## src/rtl/adsr_mngt_pkg.sv

```systemverilog
// adsr_mngt_pkg: shared envelope state encodings, widths and step helpers
package adsr_mngt_pkg;

    typedef enum logic [2:0] {
        BLANK   = 3'd0,
        ATTACK  = 3'd1,
        DECAY   = 3'd2,
        SUSTAIN = 3'd3,
        RELEASE = 3'd4
    } state_t;

    localparam int VOL_W         = 18;
    localparam int RATE_W        = 7;
    localparam logic [VOL_W-1:0] VOL_MAX = 18'h3FFFF;
    localparam int RATE_SHIFT    = 4;
    localparam int SUSTAIN_SHIFT = 11;

    // Per-sample step: rate scaled by 16, zero-extended to the volume width.
    function automatic logic [VOL_W-1:0] rate_step(input logic [RATE_W-1:0] r);
        return {{(VOL_W-RATE_W-RATE_SHIFT){1'b0}}, r, {RATE_SHIFT{1'b0}}};
    endfunction

    function automatic logic [VOL_W-1:0] sustain_level(input logic [RATE_W-1:0] s);
        return {s, {SUSTAIN_SHIFT{1'b0}}};
    endfunction

endpackage

```

## src/rtl/adsr_next.sv

```systemverilog
// adsr_next: combinational next envelope state/volume for one voice sample
// Inputs : i_state, i_volume, i_note_pressed, i_note_released, sustain_value,
//          attack_rate, decay_rate, release_rate
// Outputs: o_state, o_volume, o_note_pressed, o_note_released
module adsr_next
    import adsr_mngt_pkg::*;
(
    input  logic [2:0]        i_state,
    input  logic [VOL_W-1:0]  i_volume,
    input  logic              i_note_pressed,
    input  logic              i_note_released,
    input  logic [RATE_W-1:0] sustain_value,
    input  logic [RATE_W-1:0] attack_rate,
    input  logic [RATE_W-1:0] decay_rate,
    input  logic [RATE_W-1:0] release_rate,
    output logic [2:0]        o_state,
    output logic [VOL_W-1:0]  o_volume,
    output logic              o_note_pressed,
    output logic              o_note_released
);

    logic [VOL_W-1:0] a_step, d_step, r_step, level;
    logic [VOL_W:0]   a_sum, d_floor;
    logic             a_top, d_done, r_done;

    // Sums are one bit wider so the saturation tests never see a wrapped value.
    always_comb begin
        a_step  = rate_step(attack_rate);
        d_step  = rate_step(decay_rate);
        r_step  = rate_step(release_rate);
        level   = sustain_level(sustain_value);
        a_sum   = {1'b0, i_volume} + {1'b0, a_step};
        d_floor = {1'b0, level} + {1'b0, d_step};
        a_top   = (attack_rate == '0) || (a_sum >= {1'b0, VOL_MAX});
        d_done  = (decay_rate == '0) || ({1'b0, i_volume} <= d_floor);
        r_done  = (release_rate == '0) || (i_volume <= r_step);
    end

    // Every legal path consumes both flags, so they leave as zero; a corrupt
    // state is squashed to silence ahead of any pending event.
    always_comb begin
        o_state         = BLANK;
        o_volume        = '0;
        o_note_pressed  = 1'b0;
        o_note_released = 1'b0;
        if (i_state > RELEASE) begin
            o_state = BLANK;
        end else if (i_note_pressed) begin
            o_state  = ATTACK;
            o_volume = i_volume;
        end else if (i_note_released && i_state inside {ATTACK, DECAY, SUSTAIN}) begin
            o_state  = RELEASE;
            o_volume = i_volume;
        end else begin
            case (i_state)
                ATTACK: begin
                    o_state  = a_top ? DECAY : ATTACK;
                    o_volume = a_top ? VOL_MAX : a_sum[VOL_W-1:0];
                end
                DECAY: begin
                    o_state  = d_done ? SUSTAIN : DECAY;
                    o_volume = d_done ? level : i_volume - d_step;
                end
                SUSTAIN: begin
                    o_state  = SUSTAIN;
                    o_volume = level;
                end
                RELEASE: begin
                    o_state  = r_done ? BLANK : RELEASE;
                    o_volume = r_done ? '0 : i_volume - r_step;
                end
                default: begin
                    o_state  = BLANK;
                    o_volume = '0;
                end
            endcase
        end
    end

endmodule

```

## src/rtl/adsr_mngt.sv

```systemverilog
// adsr_mngt: one-cycle registered ADSR envelope update for a voice record
// Inputs : clk, rst (async, active low), i_valid, i_state, i_volume,
//          i_note_pressed, i_note_released, sustain_value, attack/decay/release_rate
// Outputs: o_valid, o_state, o_volume, o_note_pressed, o_note_released
module adsr_mngt
    import adsr_mngt_pkg::*;
(
    input  logic              clk,
    input  logic              rst,
    input  logic              i_valid,
    input  logic [2:0]        i_state,
    input  logic [VOL_W-1:0]  i_volume,
    input  logic              i_note_pressed,
    input  logic              i_note_released,
    input  logic [RATE_W-1:0] sustain_value,
    input  logic [RATE_W-1:0] attack_rate,
    input  logic [RATE_W-1:0] decay_rate,
    input  logic [RATE_W-1:0] release_rate,
    output logic              o_valid,
    output logic [2:0]        o_state,
    output logic [VOL_W-1:0]  o_volume,
    output logic              o_note_pressed,
    output logic              o_note_released
);

    logic [2:0]       n_state;
    logic [VOL_W-1:0] n_volume;
    logic             n_pressed, n_released;

    adsr_next u_next (
        .i_state         (i_state),
        .i_volume        (i_volume),
        .i_note_pressed  (i_note_pressed),
        .i_note_released (i_note_released),
        .sustain_value   (sustain_value),
        .attack_rate     (attack_rate),
        .decay_rate      (decay_rate),
        .release_rate    (release_rate),
        .o_state         (n_state),
        .o_volume        (n_volume),
        .o_note_pressed  (n_pressed),
        .o_note_released (n_released)
    );

    // The record registers only load on a valid sample; otherwise they hold.
    always_ff @(posedge clk or negedge rst) begin
        if (!rst) begin
            o_valid         <= 1'b0;
            o_state         <= BLANK;
            o_volume        <= '0;
            o_note_pressed  <= 1'b0;
            o_note_released <= 1'b0;
        end else begin
            o_valid <= i_valid;
            if (i_valid) begin
                o_state         <= n_state;
                o_volume        <= n_volume;
                o_note_pressed  <= n_pressed;
                o_note_released <= n_released;
            end
        end
    end

endmodule

```

## config.mk

```make
export PLATFORM = sky130hd
export DESIGN_NAME = adsr_mngt
export DESIGN_NICKNAME = d
export VERILOG_FILES = /design/src/rtl/adsr_mngt_pkg.sv /design/src/rtl/adsr_next.sv /design/src/rtl/adsr_mngt.sv
export SDC_FILE = /design/constraint.sdc
export NUM_CORES = 1
export LEC_CHECK = 0
export CORE_ASPECT_RATIO = 1.1
export CORE_UTILIZATION = 52
export CTS_BUF_LIST = sky130_fd_sc_hd__clkbuf_4 sky130_fd_sc_hd__clkbuf_8 sky130_fd_sc_hd__clkbuf_16
export CTS_CLUSTER_SIZE = 20
export DETAILED_ROUTE_END_ITERATION = 8
export PLACE_DENSITY = 0.82
export SYNTH_ARGS = -nofsm -noshare
export SYNTH_HDL_FRONTEND = slang
export SYNTH_SLANG_ARGS = --single-unit
```

## constraint.sdc

```tcl
create_clock -name clk -period 1.5 [get_ports clk]
set_input_delay 0.3 -clock clk [delete_from_list [all_inputs] [get_ports clk]]
set_output_delay 0.3 -clock clk [all_outputs]
set_load 0.1 [all_outputs]
```

==> results of run 1 <==
-- kinds of logic after synthesis --
kind of cell	Yosys count
AOI/OAI and AO/OA	177
muxes	1
other	1
buffers and inverters	57
and+or+nand+nor	143
xor gates and xnor gates	24
adders and majority gates	31
DFF	22
-- metrics by stage --
step | std cells | instance area, µm² | worst slack [ns] | util
2_1_floorplan | 457 | 3670 | -1.02 | -
3_3_place_gp | 738 | 5760 | -1.70 | 0.914
3_5_place_dp | 738 | 5760 | -1.84 | 0.914
==> results.md, run 1 <==
- Top cell type's share of synthesized area: 0.159
- Top post-synthesis cells by area: dfrtp_1, ha_1, a21oi_1, o21ai_0, inv_1
- Post-synthesis mux area share: 0.00289
- Post_cts resized: ~180
- Synth warn: 0
- Failing step: clock tree synthesis (4_1_cts)
- Post-Synth XOR/XNOR Area: 0.0606
- Synth Area in Compound Gates: 0.376
- Row cnt: 30
- Outcome: aborted with a tool error
- Syn avg cell area: 7.60 µm²
- Die Wd: 79.9 µm
- Die Y: between 80 and 90 µm
- Post-synthesis simple-gate area fraction: 0.218
- Bufs on Longest Clock Path: 2
- Gp weighted congestion: about 1.1
- Adder-cell share of the synthesized area: 0.118
- Hpwl dp: around 13000 µm
- Main flop type after synthesis: dfrtp_1
- Number of CTS-inserted buffers: 3
- Cell with the most instances after synthesis: a21oi_1
- Stop err: [ERROR DPL-0038] Utilization greater than 100%, impossible to legalize
- CTS hold repair buffers: 0
- Ys async rst share: 1.00
- Post-synthesis cell count: around 460
- Post-synth EDFFs: 0
- Cell taking the most area after synthesis: dfrtp_1
- Post-synthesis sequential area ratio: 0.159
- Clk root buf: clkbuf_8
- Post-Syn Area: between 3000 and 4000 µm²
- Postcts setup bufs: 26
- Num ports: 78
- H-tree depth: 1
- Starting Density: 0.550
- Clk sinks: 22
- Main combinational cell family by area after synthesis: compound AO/OA/AOI/OAI gates
- Synth cell types: between 70 and 80
- PortBufs: 75
- #FFs+latches synth: 22
- Top post-synthesis cells by count: a21oi_1, inv_1, nand2_1
==> run 2: changes to the inputs <==
CORE_ASPECT_RATIO = unset   (was 1.1)
CORE_UTILIZATION = 40   (was 52)
CTS_BUF_LIST = unset   (was sky130_fd_sc_hd__clkbuf_4 sky130_fd_sc_hd__clkbuf_8 sky130_fd_sc_hd__clkbuf_16)
CTS_CLUSTER_SIZE = unset   (was 20)
PLACE_DENSITY = unset   (was 0.82)
PLACE_DENSITY_LB_ADDON = 0.15   (was unset)
==> results.md, run 2 <==
- Outcome: finished, violations left
- Violated checks: setup timing
- Fin nets: around 790
- Bufs on Longest Clock Path: 2 (unchanged)
- Final min period: around 2.6 ns
- Post-Syn Area: 3470 µm² (unchanged)
- Top post-synthesis cells by area: dfrtp_1, ha_1, a21oi_1, o21ai_0, inv_1
- DRT iter0 DRCs: between 400 and 500
- Antenna viol nets, final: 0
- Ys async rst share: 1.00 (unchanged)
- Num ports: 78 (unchanged)
- Top reg by flops: o_volume
- CTS tree: built
- Clock Skew: 0 ns
- Max Cap Viol: 0
- Core footprint: 8300 µm²
- Die Wd: 95.1 µm (+19%)
- Via count: 5119
- Synth warn: 0 (unchanged)
- GRT Util Overall: 0.367
- Power, Total: 0.00370 W
- Post-synth EDFFs: 0 (unchanged)
- Post-synthesis cell count: 456 (unchanged)
- Antenna diodes: 0
- Syn avg cell area: 7.60 µm² (unchanged)
- CP cell instances: buf_8 -> ha_4 -> buf_4 -> a211oi_4 -> o211a_1 -> o21ai_0 -> a2111oi_4 -> nand4b_1 -> o31ai_4 -> clkbuf_16 -> o32a_1
- Global route total overflow: 0
- Number of CTS-inserted buffers: 3 (unchanged)
- Cell taking the most area after synthesis: dfrtp_1
- Setup ws final: -1.10 ns
- Clock latency on the worst-skew pair: around 0.27 ns
- Top cell type's share of synthesized area: 0.159 (unchanged)
- Finished Core Util: 0.821
- Largest net degree at the start of global routing: 23
- Main flop type after synthesis: dfrtp_1
- Layout overhead on the synthesized area: 96.5%
- Max-slew headroom: 0.656
- Buf/Inv on CP: 3
- PortBufs: 75 (unchanged)
- Final setup vio count: 21
- Top post-synthesis cells by count: a21oi_1, inv_1, nand2_1
- Synth cell types: 76 (unchanged)
- Detailed Route WL: 17900 µm
- Final Hold Violating Endpoints: 0
- CP arrival: 2.81 ns
- Initial antenna violation count: 1
- Clk root buf: clkbuf_8
- Worst-Margin Slew: ~0.5 ns
- Max VDD drop: between 0.0003 and 0.0004 V
- Worst path top cell family by delay: compound AO/OA/AOI/OAI gates
- Initial DRT Pass Iterations: 5
- Avg WL per Cell: between 20 and 25 µm
- Gp weighted congestion: 0.974 (-11%)
- First-pass GRT wire length: about 25000 µm
- Period utilization: 1.73
- Die Y: 95.1 µm (+8.5%)
- Post-synthesis sequential area ratio: 0.159 (unchanged)
- Most frequent cells in the layout: buf_4, nand2_1, a21oi_1
- Row cnt: 33 (+10%)
- Reg clk slew, reported paths: 0.08 ns
- Max reg flops: 18
- Required @ worst endpoint: 1.71 ns
- Critical path launch point type: primary input
- Share of layout cells above drive strength 1: 0.499
- Biggest regs: o_volume x18, o_state x3, o_valid x1
- Crit Path Class: primary input to flop
- Vias in the first global route: between 4000 and 5000
- CP max FO: 4
- Starting Density: 0.418 (-0.132)
- Hpwl dp: 12500 µm (-7.3%)
- Final worst hold slack: between 0.3 and 0.4 ns
- Static Leak: around 2.9 nW
- DRC errors left: 0
- H-tree depth: 1 (unchanged)
- Fin cells: around 800
- RSZ-0062 raised after global routing: true
- Cell with the most instances after synthesis: a21oi_1
- Final Max Slew Viols: 0
- FILL cells: approximately 520
- Clk sinks: 22 (unchanged)
- Commonest non-fill, non-tap cell in the layout: buf_4
- F_max: slightly below 0.4 GHz
- DP Cell Count: 765 (+3.7%)
- CTS hold repair buffers: 0 (unchanged)
- Vias/cell: between 6 and 7
- CP Capture Type: flop
- Slowest cell on the critical path: a2111oi_4
- #FFs+latches synth: 22 (unchanged)
- CP max stage delay: 0.41 ns
- Worst min path class: primary input to async pin
- Pwr Density: roughly 540 nW/µm²
- Die ar.: between 9000 and 10000 µm²
==> run 2: cell type report <==
type                       instances  area (µm²)  area share
tap                              105         131      0.0193
inverter                          34         153      0.0224
clock buffer                       3        41.3     0.00606
sequential                        22         551      0.0808
timing repair buffer             261        2420       0.355
multi-input combinational        378        3520       0.516
==> run 2: metrics by stage <==
step           setup TNS, ns  cell area [µm²]  setup slack, ns
6_report              -20.98             6810            -1.10
3_3_place_gp          -35.09             5820            -1.74
5_1_grt               -22.22             6810            -1.16
2_1_floorplan         -18.04             3670            -1.02
4_1_cts               -21.47             6410            -1.21
3_5_place_dp          -35.56             5820            -1.79
==> run 2: cell families after synthesis <==
family	synth area share
AO/OA/AOI/OAI	0.376
XOR/XNOR	0.0606
adder cells (fa/ha/maj)	0.118
buffers and inverters	0.0646
flip-flops	0.159
multiplexers	0.00289
other	0.00108
AND/OR/NAND/NOR	0.218
==> run 2: where the power goes <==
part | total (W) | internal (W) | leakage, nW | switching [W]
sequential | 0.000686 | 0.000634 | 0.293 | 0.0000513
combinational | 0.00264 | 0.00122 | 2.61 | 0.00142
clock | 0.000378 | 0.000180 | 0.0216 | 0.000198
total | 0.00370 | 0.00204 | 2.92 | 0.00167
==> run 2: worst reg2reg max path, stage by stage (launching register included) <==
cell	delay, ns
dfrtp_1	0.41
nor2b_1	0.19
a211oi_1	0.36
o221ai_4	0.17
o22a_1	0.24
==> run 2: worst paths after layout <==
path | start | end | slack, ns | cells past startpoint
max reg2reg | o_volume[6]$_DFFE_PN0P_ | o_volume[6]$_DFFE_PN0P_ | 0.02 | 4
min | rst | o_state[2]$_DFFE_PN0P_ | 0.40 | 2
max | attack_rate[0] | o_volume[11]$_DFFE_PN0P_ | -1.10 | 11
max in group asynchronous | rst | o_state[1]$_DFFE_PN0P_ | 0.87 | 2
min in group clk | o_volume[2]$_DFFE_PN0P_ | o_volume[2]$_DFFE_PN0P_ | 0.58 | 2
min reg2reg | o_volume[2]$_DFFE_PN0P_ | o_volume[2]$_DFFE_PN0P_ | 0.58 | 2
==> run 2: what timing repair did <==
| action | 4_1_cts | 5_1_grt |
|---|---|---|
| resized for setup | 163 | 80 |
| endpoints found under the setup margin | 21 | 21 |
| gates cloned | 0 | 1 |
| pin swaps | 46 | 66 |
| buffers inserted | 21 | 17 |
==> run 2: routing by layer <==
metal | part of all wire | up-vias | global-route usage
met3 | 0.094 | 88 | 0.0654
met2 | 0.46 | 352 | 0.613
met5 | 0 | - | 0
met1 | 0.40 | 2437 | 0.474
met4 | 0.050 | 0 | 0.125
li1 | - | 2242 | -
Note: power is estimated with default switching activity, not from simulation.
==> patch 1 (config.mk and constraints of run 2) <==
The package constant `VOL_MAX` goes from 18'h3FFFF to 18'h2FFFF.
--- a/src/rtl/adsr_mngt_pkg.sv
+++ b/src/rtl/adsr_mngt_pkg.sv
@@ -11,7 +11,7 @@
 
     localparam int VOL_W         = 18;
     localparam int RATE_W        = 7;
-    localparam logic [VOL_W-1:0] VOL_MAX = 18'h3FFFF;
+    localparam logic [VOL_W-1:0] VOL_MAX = 18'h2FFFF;
     localparam int RATE_SHIFT    = 4;
     localparam int SUSTAIN_SHIFT = 11;
 
Formal check against the unedited RTL: not equivalent (Yosys sat finds a counterexample within 4 cycles, from zero or initial values and one cycle with rst low).
==> patch 1 against run 2 <==
The run still ends with negative setup slack left. Combinational power is 2% lower. Routed wire length is 14% lower. Total power is 4.5% higher. Sequential cell count stayed put. Worst hold slack worse by 14 ps. Area after synthesis is 6.1% lower. Sequential power is 0.9% higher. Cell count is 4.5% lower. Final area is 3.9% lower. Clock skew stayed put. Critical path depth is 1 higher. Sequential share of layout area is 0.33 points higher. Worst setup slack better by 11 ps.
==> patch 1: results (changes against run 2) <==
Parameter                              Value

Drt
  Detailed-route via count    4601 (-10%)
  Metal3 WL    1290 um (-23%)
  Detailed-routed wire length on met2    7350 um (-11%)
  Initial detailed-routing violation count    340 (-21%)
  Final wirelength    15400 um (-14%)
  Total routed wire length on the met1 layer    6050 um (-15%)

Synth
  Biggest area contributors in the synthesized netlist    dfrtp_1 (17%), ha_1 (11%), xnor2_1 (5.4%)
  Gate Count Post-Synth    413 (-9.4%)
  Share of cell area taken by muxes after synthesis    1.88% (+1.6 points)
  Register area share after synthesis    16.9% (+1.0 points)
  Synthesized-area fraction occupied by ao, oa, aoi and oai cells    33.6% (-4.0 points)
  Adder-cell share of the synthesized area    12.6% (+0.76 points)
  Ranking of synthesized cells by instance count    inv_1 (32), a21oi_1 (31), nor2_1 (29)

Global routing
  Gr usage total    35.4% (-1.4 points)
  GR Layer Usage met3    5.06% (-1.5 points)
  Global routing usage on met2    58.6% (-2.7 points)
  Antenna violations before repair    0 (-1)
  Wire length of the first global-routing pass    23300 um (-8.0%)

Placement
  Worst slack, placed    -1930 ps (-140 ps)
  Placed cell area    5480 um2 (-6.0%)
  Final RePlAce weighted congestion    1.00 (+2.6%)
  Count of placed standard cells including taps    726 (-5.1%)
  Placed wire-length estimate after detailed placement    11000 um (-12%)

Setup path
  Worst reg2reg setup slack    190 ps (+170 ps)
  Data arrival, critical path    2760 ps (-50 ps)
  Critical Path Max Stage Delay    390 ps (-20 ps)
  Reg2Reg Launch Point    o_volume[5]
  Worst setup path startpoint    i_volume[4]

STA
  Smallest setup slack after layout    -1090 ps (+10.8 ps)
  Max-slew headroom at the worst pin    57.4% (-8.2 points)
  Finish-stage setup viols    21 (unchanged)
  Worst slack on hold paths    381 ps (-14.4 ps)

Power
  Maximum vdd drop    0.393 mV (+24%)
  Cell leakage power    2.94 nW (+0.60%)

Run status
  Failing checks    negative setup slack
  Result of the run    complete, but fails checks

Clock tree
  Clock-pin slew of the registers on the worst-case setup and hold paths    100 ps (+20 ps)

Final layout
  Share of post-route cells with drive strength above 1    54.1% (+4.3 points)
## patch 1: path summary, 6_finish.rpt
kind / depth (start not counted) / to
setup / recovery: 12 / o_volume[3]
hold / removal: 2 / o_state[2]
setup reg to reg: 4 / o_volume[5]
hold reg to reg: 2 / o_state[1]
max in group asynchronous: 2 / o_state[0]
min in group clk: 3 / o_volume[0]
## patch 1: final cells by class
| cell class | instances | area, um2 |
|---|---|---|
| Tap cell | 102 | 128 |
| Timing Repair Buffer | 263 | 2450 |
| Inverter | 33 | 136 |
| Multi-Input combinational cell | 343 | 3210 |
| Fill cell | 459 | 1260 |
| Clock inverter | 1 | 30.0 |
| Clock buffer | 3 | 41.3 |
| Sequential cell | 22 | 551 |
## patch 1: repair_timing
| item | in CTS | in global routing |
|---|---|---|
| hold buffers | 0 | 0 |
| setup buffers | 28 | 12 |
| setup endpoints to repair | 21 | 21 |
| pin swaps | 49 | 37 |
| resized for setup | 176 | 56 |
==> patch 2 (flow settings as in run 2) <==
Without the edit above. Reset style: synchronous (`rst`), changed in one clocked block. Comments in the files are not updated.
--- a/src/rtl/adsr_mngt.sv
+++ b/src/rtl/adsr_mngt.sv
@@ -43,7 +43,7 @@
     );
 
     // The record registers only load on a valid sample; otherwise they hold.
-    always_ff @(posedge clk or negedge rst) begin
+    always_ff @(posedge clk) begin
         if (!rst) begin
             o_valid         <= 1'b0;
             o_state         <= BLANK;
Function: differs if rst is asserted again (counterexample within 4 cycles, from zero or initial values and one cycle with rst low); with rst held inactive, the same outputs for 10 cycles.
==> patch 2 against run 2 <==
Final area shrank 4.1%. The run still ends with negative setup slack left. Worst setup slack gained 130 ps. Highest routed layer unchanged. Sequential cell count is the same. Routed wire length shrank 13%. Via count shrank 6.9%. Area after synthesis shrank 3.3%. Total power shrank 9.8%. Register-to-register slack is essentially flat.
==> patch 2: results (changes against run 2) <==
Parameter                              Value

Synth
  Distinct cells, synth    73 (-3.9%)
  Biggest area contributors in the synthesized netlist    dfxtp_1 (13%), ha_1 (10%), a21oi_1 (6.6%)
  Ys Warns    0 (unchanged)
  Ranking of synthesized cells by instance count    a21oi_1 (44), nor2_1 (37), inv_1 (34)
  Register area share after synthesis    13.1% (-2.7 points)
  Main synth FF type    dfxtp_1
  Fraction of registers with async set/reset    0% (-100 points)

Setup path
  Capture point of the worst reg-to-reg path    o_volume[13]
  Reg2Reg Launch Point    o_volume[13]
  Peak fanout along the critical path    6 (+2)
  Critical-path top delay cell    o41ai_4
  Crit path to    o_volume[14]
  Data arrival, critical path    2640 ps (-170 ps)
  Critical Path Max Stage Delay    440 ps (+30 ps)
  Worst setup path startpoint    i_volume[7]
  Worst R2R Path Depth    4 (unchanged)

Global routing
  Gr usage total    35.4% (-1.4 points)
  Wire length of the first global-routing pass    23800 um (-6.0%)
  Antenna violations before repair    0 (-1)
  Maximum number of pins on one net before global-route repair    16 (-30%)

Drt
  Detailed-route via count    4768 (-6.9%)
  Detailed-routed wire length on met2    7860 um (-4.9%)
  Metal3 WL    876 um (-48%)
  Routed length per instance    19.3 um (-14%)
  Initial detailed-routing violation count    301 (-30%)
  Total routed wire length on the met1 layer    6190 um (-13%)

Final layout
  Share of post-route cells with drive strength above 1    49.1% (-0.71 points)
  Layout fillers    574 (+9.5%)
  Registers with the most flip-flops    o_volume: 18 flops, o_state: 3 flops, o_valid: 1 flops
  Final Net Count    790 (+0.64%)

Clock tree
  Clock-pin slew of the registers on the worst-case setup and hold paths    roughly 90 ps
  Number of clock buffers inserted by TritonCTS    3 (unchanged)
  Bufs on Longest Clock Path    2 (unchanged)
  CTS HTree Levels    1 (unchanged)
  Clock Tree Root    clkbuf_8

STA
  Smallest setup slack after layout    -971 ps (+126 ps)
  Worst Tran Pin Value    527 ps (+16.2 ps)
  Final sum of negative setup slack    -19030 ps (+1940 ps)
  Skew final    0 ps (unchanged)
  Finish-stage setup viols    21 (unchanged)

Placement
  Final RePlAce weighted congestion    0.992 (+1.8%)
  Placed wire-length estimate after detailed placement    11800 um (-5.4%)
  Placed cell area    5700 um2 (-2.2%)

Power
  Cell leakage power    2.83 nW (-3.3%)
  Maximum vdd drop    0.362 mV (+14%)

Run status
  Failing checks    negative setup slack
  Result of the run    complete, but fails checks

Worst hold path
  Hold crit path type    flop to flop
-- patch 2: cell count changes after synthesis, sizes merged, moves of 8 or more --
cell,change
nor2,+12
dfrtp,-22
a21oi,+8
o21ai,+10
dfxtp,+22
-- patch 2: through the flow --
stage | util (%) | setup WS (ps) | std cells
final | 80.0 | -971 | 809
after floorplan | - | -923 | 463
after global routing | 80.0 | -1040 | 809
after detailed placement | 69.7 | -1720 | 786
after CTS | 74.9 | -1020 | 804
after global placement | 69.7 | -1690 | 786
-- patch 2: how the worst min path moves through the flow --
| stage | startpoint | to | slack (ps) | cells after the start |
|---|---|---|---|---|
| final | o_state[1] | o_state[1] | 490 | 2 |
| after global routing | sustain_value[2] | o_volume[13] | 510 | 4 |
| after CTS | o_state[1] | o_state[1] | 490 | 2 |
| after detailed placement | o_state[1] | o_state[1] | 480 | 2 |
| after global placement | o_state[1] | o_state[1] | 470 | 2 |
| after floorplan | rst | o_valid | 410 | 2 |
-- patch 2: layer usage --
layer,vias up,global-route usage (%)
li1,2213,-
met1,2291,41.5
met2,206,64.6
met3,58,3.50
met4,0,15.6
met5,-,0
-- patch 2: logic make-up (layout without fill, tap and decap cells) --
| kind of cell | after synthesis | after routing | synth area share (%) |
|---|---|---|---|
| fa+ha+maj | 31 | 31 | 12.2 |
| buf+inv | 57 | 297 | 8.43 |
| flops | 22 | 22 | 13.1 |
| other cells | 1 | 2 | 0.112 |
| compound gates | 174 | 174 | 35.6 |
| xor+xnor | 24 | 24 | 6.27 |
| simple gates | 150 | 151 | 23.3 |
| mux | 3 | 3 | 0.896 |
-- patch 2: where the power goes --
part | total, mW | leakage (nW) | switching, mW | internal (mW)
Combinational | 2.25 | 2.62 | 1.15 | 1.10
Clock | 0.458 | 0.0288 | 0.223 | 0.235
Sequential | 0.629 | 0.179 | 0.0244 | 0.605
-- patch 2: worst register-to-register path, stage by stage (launching register included) --
cell	delay, ps
dfxtp_1	370
a222oi_1	470
o21ai_0	200
a21oi_2	180
a41oi_2	130
-- patch 2: repair_timing --
item | 4_1_cts | 5_1_grt
setup endpoints to repair | 21 | 21
endpoints found under the hold margin | 0 | 0
gates resized for setup | 107 | 93
gates cloned | 1 | 0
pin swaps | 34 | 31
setup buffers | 14 | 5
-- patch 2: area by class of cell --
cell class                 instances  area, um2  area share (%)
multi-input combinational        385       3350            51.3
timing repair buffer             259       2420            37.0
sequential                        22        440            6.74
inverter                          34        140            2.14
tap                              105        131            2.01
clock buffer                       4       55.1           0.842
